[src/rtl/count_ascii_sender.sv]
// Streams a saturated 0..9999 count as ASCII "dddd\r\n" over the UART TX start/busy handshake.
// Latency: first tx_start CNT_W+1 clocks after request; backpressure via tx_busy, one byte per frame.
module count_ascii_sender #(
  parameter int CNT_W     = 14,
  parameter bit SEND_CRLF = 1'b1
) (
  input  logic             clk,
  input  logic             rst,
  input  logic             send_req,
  input  logic [CNT_W-1:0] count_in,
  input  logic             tx_busy,
  output logic             tx_start,
  output logic [7:0]       tx_data,
  output logic             busy,
  output logic             done
);

  typedef enum logic [2:0] {IDLE, CONV, SEND, WAIT_HI, WAIT_LO, DONE} state_t;

  localparam int         SH_W     = $clog2(CNT_W + 1);
  localparam logic [2:0] LAST_IDX = SEND_CRLF ? 3'd5 : 3'd3;

  state_t           state, state_nxt;
  logic [CNT_W-1:0] bin;
  logic [15:0]      bcd;
  logic [15:0]      bcd_adj;
  logic [SH_W-1:0]  shift_cnt;
  logic [2:0]       idx;
  logic [CNT_W-1:0] sat_val;
  logic [7:0]       byte_sel;
  logic             last_shift;

  always_comb begin
    sat_val = count_in;
    if (32'(count_in) > 32'd9999) sat_val = CNT_W'(9999);
  end

  // Double-dabble correction: any nibble >= 5 would overflow past 9 after the shift.
  always_comb begin
    bcd_adj = bcd;
    for (int i = 0; i < 4; i++) begin
      if (bcd[4*i +: 4] >= 4'd5) bcd_adj[4*i +: 4] = bcd[4*i +: 4] + 4'd3;
    end
  end

  assign last_shift = (shift_cnt == SH_W'(CNT_W - 1));

  always_comb begin
    byte_sel = 8'h00;
    case (idx)
      3'd0:    byte_sel = 8'h30 + {4'h0, bcd[15:12]};
      3'd1:    byte_sel = 8'h30 + {4'h0, bcd[11:8]};
      3'd2:    byte_sel = 8'h30 + {4'h0, bcd[7:4]};
      3'd3:    byte_sel = 8'h30 + {4'h0, bcd[3:0]};
      3'd4:    byte_sel = 8'h0D;
      3'd5:    byte_sel = 8'h0A;
      default: byte_sel = 8'h00;
    endcase
  end

  always_comb begin
    state_nxt = state;
    case (state)
      IDLE:    if (send_req) state_nxt = CONV;
      CONV:    if (last_shift) state_nxt = SEND;
      SEND:    state_nxt = WAIT_HI;
      WAIT_HI: if (tx_busy) state_nxt = WAIT_LO;
      WAIT_LO: if (!tx_busy) state_nxt = (idx == LAST_IDX) ? DONE : SEND;
      DONE:    state_nxt = IDLE;
      default: state_nxt = IDLE;
    endcase
  end

  always_ff @(posedge clk or posedge rst) begin
    if (rst) state <= IDLE;
    else     state <= state_nxt;
  end

  always_ff @(posedge clk or posedge rst) begin
    if (rst) begin
      bin       <= '0;
      bcd       <= '0;
      shift_cnt <= '0;
      idx       <= '0;
      tx_start  <= 1'b0;
      tx_data   <= 8'h00;
      busy      <= 1'b0;
      done      <= 1'b0;
    end else begin
      tx_start <= 1'b0;
      done     <= 1'b0;
      case (state)
        IDLE: begin
          if (send_req) begin
            bin       <= sat_val;
            bcd       <= '0;
            shift_cnt <= '0;
            busy      <= 1'b1;
          end
        end
        CONV: begin
          {bcd, bin} <= {bcd_adj, bin} << 1;
          shift_cnt  <= shift_cnt + SH_W'(1);
          if (last_shift) idx <= '0;
        end
        SEND: begin
          tx_data  <= byte_sel;
          tx_start <= 1'b1;
        end
        WAIT_LO: begin
          if (!tx_busy && idx != LAST_IDX) idx <= idx + 3'd1;
        end
        DONE: begin
          done <= 1'b1;
          busy <= 1'b0;
        end
        default: ;
      endcase
    end
  end

endmodule

[config.mk]
export PLATFORM = sky130hd
export DESIGN_NAME = count_ascii_sender
export DESIGN_NICKNAME = d
export VERILOG_FILES = /design/src/rtl/count_ascii_sender.sv
export SDC_FILE = /design/constraint.sdc
export NUM_CORES = 1
export LEC_CHECK = 0
export ABC_AREA = 1
export BUFFER_PORTS_ARGS = -buffer_cell sky130_fd_sc_hd__buf_2
export CAP_MARGIN = 20
export CORE_MARGIN = 2
export CORE_UTILIZATION = 35
export CTS_BUF_LIST = sky130_fd_sc_hd__clkbuf_4
export DETAILED_ROUTE_END_ITERATION = 12
export GPL_TIMING_DRIVEN = 0
export PLACE_DENSITY = 0.57
export SLEW_MARGIN = 0
export SYNTH_ARGS = -nofsm -noshare
export SYNTH_HDL_FRONTEND = slang
export SYNTH_SLANG_ARGS = --single-unit
[constraint.sdc]
create_clock -name clk -period 1.55 [get_ports clk]
set_input_delay 0.2325 -clock clk [delete_from_list [all_inputs] [get_ports clk]]
set_output_delay 0.2325 -clock clk [all_outputs]
set_load 0.01 [all_outputs]
==> results of run 1 <==
worst max-delay path by stage:
| stage | startpoint | to | slack, ns | cells past startpoint |
|---|---|---|---|---|
| 2_1_floorplan | rst | bcd[0]$_DFFE_PP0P_ | 0.17 | 1 |
| 3_3_place_gp | rst | bcd[11]$_DFFE_PP0P_ | -0.56 | 2 |
| 3_5_place_dp | idx[2]$_DFFE_PP0P_ | tx_data[2]$_DFFE_PP0P_ | -0.07 | 6 |
| 6_report | idx[0]$_DFFE_PP0P_ | tx_data[2]$_DFFE_PP0P_ | 0.12 | 6 |
| 4_1_cts | state[2]$_DFFE_PP0P_ | bin[10]$_DFFE_PP0P_ | 0.03 | 8 |
| 5_1_grt | state[1]$_DFFE_PP0P_ | bin[3]$_DFFE_PP0P_ | 0.004 | 8 |
per-layer routing:
metal / vias to the layer above / global-route usage (%) / part of all wire, % / routed length (um)
li1: 1306 / - / - / -
met1: 1147 / 19.4 / 49 / 3130
met2: 27 / 25.3 / 47 / 3020
met3: 6 / 2.90 / 2.4 / 156
met4: 0 / 4.64 / 1.3 / 81
met5: - / 0 / 0 / 0
registers in the layout (all words and copies together) (netlist names):
signal     flops
bcd           16
bin           14
tx_data        5
shift_cnt      4
idx            3
state          3
busy           1
done           1
tx_start       1
logic make-up (layout without fill, tap and decap cells):
group	Yosys count	in the layout
buffers and inverters	68	108
AND/OR/NAND/NOR	213	213
XOR/XNOR	2	2
AO/OA/AOI/OAI	46	46
flip-flops	48	48
other	1	2
adder cells (fa/ha/maj)	15	15
report_power, final:
| group | total [mW] | internal, mW | switching (mW) |
|---|---|---|---|
| Sequential | 2.18 | 1.76 | 0.413 |
| Combinational | 3.41 | 1.31 | 2.10 |
| Clock | 0.633 | 0.199 | 0.434 |
| Total | 6.22 | 3.27 | 2.95 |
final cells by class:
class / instances / area [um^2] / share of cell area (%)
multi-input cells: 278 / 1460 / 43.4
flip-flops and latches: 48 / 1210 / 35.9
inverters: 56 / 214 / 6.37
repair buffers: 32 / 190 / 5.67
well taps: 105 / 131 / 3.91
plain buffers: 12 / 97.6 / 2.91
clock buffers: 6 / 45.0 / 1.34
clock inverters: 2 / 16.3 / 0.485
synthesized netlist by cell type, types with 6 or more instances:
cell type    n
inv_1       52
nand2_1    129
a21oi_1      8
nor2_1      27
o22ai_1      6
dfrtp_1     48
nand3_1     31
nand2_2      8
ha_1        15
nor2_2       7
o21ai_0     19
stage by stage:
stage,cell area [um^2],TNS (ns)
after global routing,3360,0
after CTS,3310,0
after global placement,3220,-26.77
after detailed placement,3240,-0.184
final,3360,0
after floorplan,2960,0
worst max-delay path, stage by stage, from the launching register on:
cell and delay (ns):
dfrtp_1 0.46, ha_1 0.22, ha_1 0.21, inv_1 0.08
o211ai_1 0.09, o21ai_0 0.20, nand2_1 0.08
repair_timing:
item,in CTS,in global routing
hold buffers,1,0
pin swaps,0,1
setup buffers,0,4
endpoints found under the setup margin,4,23
resized for setup,1,9
gates cloned,0,0
endpoints found under the hold margin,15,0
==> results.cfg, run 1 <==
[finish]
nNetsFinal = 466
utilization_pct = 41.1
fin_cells = 539
area_growth_pct = 13.7
mostFrequentLayoutCells = 129 x nand2_1, 49 x inv_1, 44 x dfrtp_1
fillerInstances = 886
drive_above_1_share_pct = 20.7
antennaDiodeCount = 0
final_common_cell = nand2_1

[worst_setup_path]
r2r_start = idx[0]$_DFFE_PP0P_
worst_ep_arrival_time_ns = 1.71
reg2reg_to = tx_data[2]$_DFFE_PP0P_
worstPathRequired_ns = 1.83
end_kind = flop
critPathMaxFanout = 5
r2r_cells = 6
critPathLaunchType = flop
path_class = reg -> reg
r2r_slack_ns = 0.12

[synthesis]
synthMuxAreaShare_pct = 0
netlist_area_um2 = 2950
synth_area_per_cell_um2 = 7.51
netlist-cell-type-count = 33
synth_seq_cells = 48
synth.area.top_cells = dfrtp_1 41%, nand2_1 16%, inv_1 6.6%, ha_1 6.4%, nand3_1 5.3%
syn-instance-count = 393
synth-edff-count = 0
synthAdderAreaFrac_pct = 6.36
synth_top_family_by_area = simple AND/OR/NAND/NOR gates
yosysSeqAreaShare_pct = 40.7
yosys_warnings = 0
synth_flop_cell = dfrtp_1
synth_compound_gate_area_share_pct = 9.50
synthSimpleGateAreaFrac_pct = 32.2
synth.top_cell.area_share_pct = 40.7
synth.largest_area_cell = dfrtp_1
synth_xor_xnor_area_share_pct = 0.593
async_flop_share_pct = 100

[placement]
placed_cells = 526
gp_congestion = 0.848
portBuffers = 26
detailedPlace.worstSlack_ns = -0.0661
dp_hpwl_um = 4690

[die]
dieArea_um2 = 9180
io-pin-count = 29
die_h_um = 95.8
coreArea_um2 = 8180
fp-row-count = 33
die_width_um = 95.8
initial_utilization_pct = 36.1

[power]
finalPower_mw = 6.22
leakagePower_nw = 1.80
p_per_area_nw_per_um2 = 1850
ir_drop_mv = 0.660

[run]
maxCapViolCount = 0

[global_route]
overflow = 0
grt_use_total_pct = 15.0
grt_pass1_wl_um = 10700
grt_max_degree = 34
antenna_found_initial = 0
grt_pass1_vias = 2312

[detailed_routing]
vias_per_cell = 4.61
post_drt_wl_per_cell_um = 11.8
ant_nets = 0
drc = 0
wl_um = 6390
dr.pass1.iters = 4
vias = 2486
first_iter_violations = 86

[sta]
final.period_utilization_pct = 92.1
drv_slew = 0
timing.final.ws_setup_ns = 0.122
finalHoldViolCount = 0
fmax_mhz = 700
rsz0062_at_grt = false
clock_skew_ns = 0.0232
period_needed_ns = 1.43
setup_viol = 0
whs_ns = 0.0716

[cts]
cts_root_buffer = clkbuf_4
cts.path.max_buffers = 2
cts_made_buffers = 5
clock_sinks = 48
cts_tree = done
clock_latency_ns = 0.38
clkSlewWorstSetupHoldPaths_ns = 0.16
cts_max_level = 2

[min_path]
hold_depth = 3
holdPathEnd = state[2]$_DFFE_PP0P_
min_path_type = in -> reg
min-delay-start = tx_busy

[run_status]
outcome = finished, final reports clean
No activity file was read; power rests on OpenSTA's default activity.
==> inputs of run 2 (changes only) <==
--- a/config.mk
+++ b/config.mk
@@ -8,6 +8,7 @@
 export ABC_AREA = 1
 export BUFFER_PORTS_ARGS = -buffer_cell sky130_fd_sc_hd__buf_2
 export CAP_MARGIN = 20
+export CORE_ASPECT_RATIO = 1.2
 export CORE_MARGIN = 2
 export CORE_UTILIZATION = 35
 export CTS_BUF_LIST = sky130_fd_sc_hd__clkbuf_4
==> run 2 against run 1 <==
  * Core utilization rose by 0.28 points
  * Register-to-register slack barely moved
  * Final area rose by 0.41%
  * Setup slack got worse by 0.00085 ns
  * Combinational power rose by 1%
  * Via count fell by 0.68%
  * Sequential power barely moved
  * Critical endpoint is now bin[7]$_DFFE_PP0P_
  * Total power rose by 0.48%
  * Die area barely moved
  * Global-route usage fell by 0.30 points
  * Critical path type unchanged
  * Fmax barely moved
==> results.cfg, run 2 (same netlist as run 1, synthesis figures left out) <==
[finish]
antennaDiodeCount = 0
fillerInstances = 874
nNetsFinal = 466
area_growth_pct = 14.2
utilization_pct = 41.3
register_area_um2 = 1200
multi_input_area_um2 = 1460
drive_above_1_share_pct = 20.5
largest_reg_flops = 16
mostFrequentLayoutCells = 128 x nand2_1, 50 x inv_1, 45 x dfrtp_1
stdcell_area_um2 = 3370
reg.largest.list = bcd x16, bin x14, tx_data x5
top_register = bcd
final_common_cell = nand2_1
fin_cells = 548

[worst_setup_path]
r2r_start = state[1]$_DFFE_PP0P_
critPathMaxFanout = 10
r2r_slack_ns = 0.12
path_class = reg -> reg
critPathLaunchType = flop
worstSetupStartpoint = state[1]$_DFFE_PP0P_
worst_ep_arrival_time_ns = 1.71
end_kind = flop
worstPathRequired_ns = 1.83

[min_path]
min_path_type = in -> reg
min-delay-start = tx_busy

[placement]
portBuffers = 26
place_area_um2 = 3250
placed_cells = 535
gp_congestion = 0.826
detailedPlace.worstSlack_ns = -0.0536
dp_hpwl_um = 4670

[detailed_routing]
wl_um = 6290
drc = 0
vias_per_cell = 4.51
post_drt_wl_per_cell_um = 11.5
dr.pass1.iters = 6
ant_nets = 0
vias = 2469
first_iter_violations = 114

[power]
ir_drop_mv = 0.772
p_per_area_nw_per_um2 = 1850
pwr-share-clk_pct = 9.9
finalPower_mw = 6.25
leakagePower_nw = 1.81
internal_power_mw = 3.30
seq_power_share_pct = 34.7
comb_power_share_pct = 55.4
power_switching_mw = 2.95
switching_share_pct = 47.2

[die]
die_h_um = 105
io-pin-count = 29
coreArea_um2 = 8150
dieArea_um2 = 9190
die_width_um = 87.8
fp-row-count = 36
initial_utilization_pct = 36.2

[global_route]
grt_use_total_pct = 14.7
overflow = 0
grt_max_degree = 34
antenna_found_initial = 0
grt_pass1_wl_um = 10900
grt_pass1_vias = 2397

[sta]
final.period_utilization_pct = 92.2
clock_skew_ns = 0.0223
period_needed_ns = 1.43
finalHoldViolCount = 0
timing.final.ws_setup_ns = 0.121
drv_slew = 0
fmax_mhz = 700
setup_viol = 0
fin_tns_setup_ns = 0
rsz0062_at_grt = false
whs_ns = 0.0876

[cts]
cts_made_buffers = 5
clock_sinks = 48
clkSlewWorstSetupHoldPaths_ns = 0.16
cts_root_buffer = clkbuf_4
clock_latency_ns = 0.38
cts_tree = done
cts_max_level = 2
cts.path.max_buffers = 2

[run]
maxCapViolCount = 0

[run_status]
outcome = finished, final reports clean
[run 2: repair_timing]
action / 4_1_cts / 5_1_grt
cloned: 0 / 0
hold buffers: 1 / 0
endpoints found under the setup margin: 4 / 32
gates resized for setup: 1 / 11
setup buffers: 0 / 4
endpoints found under the hold margin: 15 / 0
pin swaps: 0 / 1
[run 2: area by class of cell]
type | count | share of cell area [%]
Clock buffer | 5 | 1.11
Inverter | 56 | 6.35
Sequential cell | 48 | 35.7
Clock inverter | 3 | 0.520
Buffer | 12 | 3.04
Multi-Input combinational cell | 278 | 43.4
Tap cell | 114 | 4.23
Timing Repair Buffer | 32 | 5.64
[run 2: path summary, 6_finish.rpt]
| path | cells past startpoint | to |
|---|---|---|
| max | 10 | bin[7]$_DFFE_PP0P_ |
| min | 3 | state[2]$_DFFE_PP0P_ |
| max reg2reg | 10 | bin[7]$_DFFE_PP0P_ |
| min reg2reg | 2 | bin[10]$_DFFE_PP0P_ |
| max in group asynchronous | 4 | bcd[9]$_DFFE_PP0P_ |
| min in group asynchronous | 3 | state[2]$_DFFE_PP0P_ |
[run 2: routing by layer]
metal	global-route usage, %	share of wire (%)	vias to the layer above
li1	-	-	1310
met1	19.4	47	1113
met2	24.7	49	40
met5	0	0	-
met4	3.96	1.2	0
met3	2.21	2.8	6
[run 2: power by group through the flow]
stage	Combinational, mW	Sequential (mW)	Clock (mW)
after global routing	3.97	2.25	0.698
after detailed placement	3.36	2.19	0
after floorplan	2.60	2.14	0
final	3.46	2.17	0.621
after CTS	3.38	2.17	0.655
after global placement	3.29	2.18	0
[run 2: worst max-delay path, stage by stage (launching register included)]
cell      delay [ns]
dfrtp_1         0.39
clkbuf_4        0.18
nor2_4          0.14
nand3_4         0.14
nand2_8         0.12
inv_4           0.04
buf_8           0.14
nand2_2         0.05
nand2_1         0.04
inv_1           0.04
nand2_1         0.04
